## config.mk

```make
export PLATFORM = sky130hd
export DESIGN_NAME = atp_pay_ctrl
export DESIGN_NICKNAME = d
export VERILOG_FILES = /design/src/rtl/atp_pay_ctrl.sv
export SDC_FILE = /design/constraint.sdc
export NUM_CORES = 1
export LEC_CHECK = 0
export ABC_AREA = 1
export CAP_MARGIN = 5
export CORE_MARGIN = 4
export CORE_UTILIZATION = 40
export DETAILED_ROUTE_END_ITERATION = 8
export GPL_TIMING_DRIVEN = 0
export MAX_ROUTING_LAYER = met4
export PLACE_DENSITY_LB_ADDON = 0.1
export SLEW_MARGIN = 20
export SYNTH_ARGS = -nofsm -noshare
export SYNTH_HDL_FRONTEND = slang
export SYNTH_SLANG_ARGS = --single-unit
```

## constraint.sdc

```tcl
create_clock -name clk -period 4.6 [get_ports clk]
set_input_delay 0.92 -clock clk [delete_from_list [all_inputs] [get_ports clk]]
set_output_delay 0.92 -clock clk [all_outputs]
set_load 0.005 [all_outputs]
```

## src/rtl/atp_pay_ctrl.sv

```systemverilog
// Payment controller for a bill-payment kiosk: cash notes or a single cheque settle a scanned bill.
// Optional build macro ATP_TIMEOUT_EN adds an inactivity timeout in INFO/CASH/CHEQ.
module atp_pay_ctrl #(
   parameter int AMT_W       = 16,
   parameter int MAX_NOTES   = 32,
   parameter int TIMEOUT_CYC = 1024
) (
   input  logic             clk,
   input  logic             rst,
   input  logic             scan,
   input  logic [AMT_W-1:0] bill_amt,
   input  logic [AMT_W-1:0] credit_in,
   input  logic             cash_sel,
   input  logic             cheq_sel,
   input  logic             note_valid,
   input  logic [AMT_W-1:0] note_val,
   output logic             note_ready,
   input  logic             cheq_valid,
   input  logic [AMT_W-1:0] cheq_amt,
   output logic             cheq_ready,
   input  logic             stop,
   output logic [AMT_W-1:0] bal_out,
   output logic [AMT_W-1:0] exc_out,
   output logic             note_rej,
   output logic             done,
   output logic             short_pay,
   output logic [2:0]       state_o
);

   localparam logic [2:0] S_IDLE  = 3'd0;
   localparam logic [2:0] S_INFO  = 3'd1;
   localparam logic [2:0] S_CASH  = 3'd2;
   localparam logic [2:0] S_CHEQ  = 3'd3;
   localparam logic [2:0] S_SHORT = 3'd4;
   localparam logic [2:0] S_DONE  = 3'd5;

   localparam int N_DEN = 7;
   localparam logic [N_DEN-1:0][31:0] DENOM =
      {32'd1000, 32'd500, 32'd100, 32'd50, 32'd20, 32'd10, 32'd5};
   localparam int CNT_W = $clog2(MAX_NOTES + 1);

   logic [2:0]       state_reg, state_next;
   logic [AMT_W-1:0] bal_reg, bal_next;
   logic [AMT_W-1:0] exc_reg, exc_next;
   logic [CNT_W-1:0] cnt_reg, cnt_next;
   logic             rej_reg, rej_next;

   logic [N_DEN-1:0] den_hit;
   logic             note_legal;
   logic             note_hs;
   logic             cheq_hs;
   logic             note_cover;
   logic             cheq_cover;
   logic             cnt_full;
   logic             tmo_hit;

   genvar gi;
   generate
      for (gi = 0; gi < N_DEN; gi++) begin : g_den
         assign den_hit[gi] = (note_val == DENOM[gi][AMT_W-1:0]);
      end
   endgenerate

   assign note_legal = |den_hit;
   assign note_hs    = note_valid && note_ready;
   assign cheq_hs    = cheq_valid && cheq_ready;
   assign note_cover = (note_val >= bal_reg);
   assign cheq_cover = (cheq_amt >= bal_reg);
   // One more legal, non-settling note makes the count reach the cap.
   assign cnt_full   = (cnt_reg == CNT_W'(MAX_NOTES - 1));

`ifdef ATP_TIMEOUT_EN
   localparam int TMO_W = $clog2(TIMEOUT_CYC + 1);
   logic [TMO_W-1:0] tmo_reg;
   logic             wait_st;

   assign wait_st = (state_reg == S_INFO) || (state_reg == S_CASH) || (state_reg == S_CHEQ);
   assign tmo_hit = wait_st && !note_hs && !cheq_hs && (tmo_reg == TMO_W'(TIMEOUT_CYC - 1));

   always_ff @(posedge clk) begin
      if (!rst || !wait_st || note_hs || cheq_hs || (state_next != state_reg))
         tmo_reg <= '0;
      else
         tmo_reg <= tmo_reg + TMO_W'(1);
   end
`else
   assign tmo_hit = 1'b0;
`endif

   always_ff @(posedge clk) begin
      if (!rst)
         state_reg <= S_IDLE;
      else
         state_reg <= state_next;
   end

   always_comb begin
      state_next = state_reg;
      case (state_reg)
         S_IDLE: begin
            if (scan)
               state_next = (bill_amt > credit_in) ? S_INFO : S_DONE;
         end
         S_INFO: begin
            if (cash_sel)
               state_next = S_CASH;
            else if (cheq_sel)
               state_next = S_CHEQ;
            else if (tmo_hit)
               state_next = S_IDLE;
         end
         S_CASH: begin
            // A note offered together with stop is applied before stop is honoured.
            if (note_hs && note_legal) begin
               if (note_cover)
                  state_next = S_DONE;
               else if (stop || cnt_full)
                  state_next = S_SHORT;
            end else if (stop || tmo_hit) begin
               state_next = S_SHORT;
            end
         end
         S_CHEQ: begin
            if (cheq_hs)
               state_next = cheq_cover ? S_DONE : S_SHORT;
            else if (tmo_hit)
               state_next = S_SHORT;
         end
         S_SHORT, S_DONE: state_next = S_IDLE;
         default:         state_next = S_IDLE;
      endcase
   end

   always_comb begin
      note_ready = 1'b0;
      cheq_ready = 1'b0;
      done       = 1'b0;
      short_pay  = 1'b0;
      case (state_reg)
         S_CASH:  note_ready = 1'b1;
         S_CHEQ:  cheq_ready = 1'b1;
         S_SHORT: short_pay  = 1'b1;
         S_DONE:  done       = 1'b1;
         default: ;
      endcase
   end

   // Every subtraction is guarded by a compare, so no result can wrap.
   always_comb begin
      bal_next = bal_reg;
      exc_next = exc_reg;
      cnt_next = cnt_reg;
      rej_next = 1'b0;
      case (state_reg)
         S_IDLE: begin
            if (scan) begin
               cnt_next = '0;
               if (bill_amt > credit_in) begin
                  bal_next = bill_amt - credit_in;
                  exc_next = '0;
               end else begin
                  bal_next = '0;
                  exc_next = credit_in - bill_amt;
               end
            end
         end
         S_CASH: begin
            if (note_hs) begin
               if (!note_legal) begin
                  rej_next = 1'b1;
               end else if (note_cover) begin
                  exc_next = note_val - bal_reg;
                  bal_next = '0;
               end else begin
                  bal_next = bal_reg - note_val;
                  cnt_next = cnt_reg + CNT_W'(1);
               end
            end
         end
         S_CHEQ: begin
            if (cheq_hs) begin
               if (cheq_cover) begin
                  exc_next = cheq_amt - bal_reg;
                  bal_next = '0;
               end else begin
                  bal_next = bal_reg - cheq_amt;
               end
            end
         end
         default: ;
      endcase
   end

   always_ff @(posedge clk) begin
      if (!rst) begin
         bal_reg <= '0;
         exc_reg <= '0;
         cnt_reg <= '0;
         rej_reg <= 1'b0;
      end else begin
         bal_reg <= bal_next;
         exc_reg <= exc_next;
         cnt_reg <= cnt_next;
         rej_reg <= rej_next;
      end
   end

   assign bal_out  = bal_reg;
   assign exc_out  = exc_reg;
   assign note_rej = rej_reg;
   assign state_o  = state_reg;

endmodule

```

==> metrics <==
outcome=finished clean; sequential fraction of the synthesis area=0.111; Clk pwr share=0.089; Area growth syn-to-layout=20.4%; Slew Limit Headroom=0.486; number of synthesized flops with an enable pin=0; cell with the most instances after synthesis=nand2_1; Period minus WS final=3690 ps; RSZ-0062 raised after global routing=false; total power=4.35 mW; drt initial violations=499; DRC viols=0; fmax=271 MHz; Num CTS Buffers=5; post-DP HPWL=24,900 microns; # diodes=0; FF+latch count, synth=42; Slowest cell on crit path=o21ai_0; drt first pass iters=5; Static Leak=4.78 nW; Required @ worst endpoint=4840 ps; critical path class=input port to flop; top_reg_cell synth=dfxtp_1; part of the power in combinational logic=0.771; clock latency on the worst-skew pair=300 ps; Die H=146 microns; CTS tree=built; Commonest cells post-synth=nand2_1 (349), inv_1 (212), nor2_1 (185); Worst-Margin Slew=771 ps; clk sinks=42; Die W=146 microns; Core Area=18,600 sq um; DRT antenna net count=0; Synth Warn #=0; final cycle utilization of the critical path=0.801; IO Pins=112; MaxCap Viol Count=0; final net count=1,635; slowest stage delay, CP=580 ps; switching share of total power=0.565; Psw=2.46 mW; Post-synth ARST share=0; DR vias=8,616; CTS Buffer Depth=2; Reg power frac=0.140; top post-synthesis cells by area=nand2_1 (17%), ha_1 (16%), dfxtp_1 (11%), inv_1 (10%), nor2_1 (9.2%); PD cells=477 nW/um^2; critical path's most frequent cell=nand2_1; critical path cell sequence=clkdlybuf4s50_1 > inv_1 > ha_1 > buf_2 > nand2_1 > o21ai_0 > nand2_1 > nand2_1 > nand2_1 > nand2_1 > nor2_1 > o21ai_0 > nor2_1 > nand2_1 > nand2_1 > nor2_1; crit path DAT=3930 ps; clock slew at reported path FFs=70 ps; vias in the first global route=8,474; fraction of layout cells with a size suffix above 1=0.0437; drt total wl=28,600 microns; Root Buffer Master=clkbuf_16; post-CTS setup buffers=0; count of hold-fix buffers inserted at cts=0; Internal=1.89 mW; Final setup viols=0; number of gates resized after cts=0; pre-CTS setup slack=646 ps; Initial Util=0.407; final setup margin=914 ps; Hold WC Path Type=flop to flop; Final GP Congestion=1.02; Post-Syn Area per Cell=5.63 sq um; Cell Area, Synth=7580 sq um; GR Util All Layers=0.272; GR Overflow Total=0; peak supply drop=0.172 mV; setup_tns=0 ps; Pins Over Slew Limit=0; Avg WL per Cell=16.9 microns; first-pass GRT wire length=44,700 microns; row cnt=50; hold slack=481 ps; initial antenna violation count=0; Port Buffers=110; largest net degree at the start of global routing=14; critical-path maximum fanout=8; crit path launch type=input port; Fin. Hold Viols=0; H-Tree Level Count=2; Finished Core Util=0.489; Cells after Synth=1,346; clk_skew=11.7 ps; share of the synthesized area in the top cell type=0.173; syn nets=1,518; die footprint=21,200 sq um; synth unique cells=45; Yosys top cell by area=nand2_1; post-DR vias/cell=5.07; CP endpoint kind=flop
-- cells in the final DEF (no fill, tap or decap), types with 4 or more instances in the layout --
master	n
a21o_1	7
a21oi_1	110
buf_2	15
buf_6	4
clkbuf_1	5
clkbuf_16	5
clkbuf_2	7
clkdlybuf4s50_1	110
dfxtp_1	42
fa_1	6
ha_1	94
inv_1	212
inv_2	11
nand2_1	349
nand2_2	4
nand3_1	88
nand4_1	13
nor2_1	185
nor2_4	4
nor3_1	18
o211ai_1	8
o21a_1	8
o21ai_0	53
o21ai_1	20
o21bai_1	11
o22ai_1	4
xnor2_1	10
xor2_1	30
-- cell families (layout without fill, tap and decap cells) --
logic type	Yosys count	count (layout)	share of synthesized area
buffers and inverters	261	379	0.138
DFF	42	42	0.111
AOI/OAI and AO/OA	228	228	0.165
and+or+nand+nor	675	675	0.369
adders and majority gates	100	100	0.171
xor gates and xnor gates	40	40	0.0462
-- worst paths after layout --
kind	start	end	slack [ps]	depth (start not counted)
max	note_val[2]	exc_out[9]	910	16
min	cnt_reg[4]	cnt_reg[4]	480	2
max reg2reg	bal_out[1]	bal_out[3]	1540	14
min reg2reg	cnt_reg[4]	cnt_reg[4]	480	2
-- layer usage --
layer  global-route usage  vias up  wire length [microns]
met2                0.487      201                  14000
li1                     -     4482                      -
met5                    -        -                      0
met3               0.0196       43                   1050
met1                0.327     3890                  12600
met4               0.0859        0                    996
-- power by group through the flow --
stage               clock network (mW)  registers (mW)  logic (mW)
finish                           0.385           0.611        3.35
global route                     0.400           0.628        3.73
CTS                              0.393           0.609        3.32
detailed placement                   0           0.617        3.30
global placement                     0           0.616        3.32
floorplan                            0           0.589        2.16
-- cell type report --
class	instances	area, sq um
Fill cell	2097	9520
Multi-Input combinational cell	1043	5690
Timing Repair Buffer	110	1100
Sequential cell	42	841
Inverter	224	841
Tap cell	234	293
Buffer	37	208
Clock buffer	6	139
Clock inverter	2	12.5
-- worst max-delay path: cells and delay by family --
family / cells / cell delay (ps)
adders and majority gates: 1 / 270
AOI/OAI and AO/OA: 2 / 970
and+or+nand+nor: 10 / 970
buffers and inverters: 3 / 800
-- stage by stage --
stage,area (sq um),std cells
after floorplan,7580,1346
after global placement,8970,1690
after detailed placement,8970,1690
after CTS,9130,1698
after global routing,9130,1698
final,9130,1698
No activity file was read; power rests on OpenSTA's default activity.
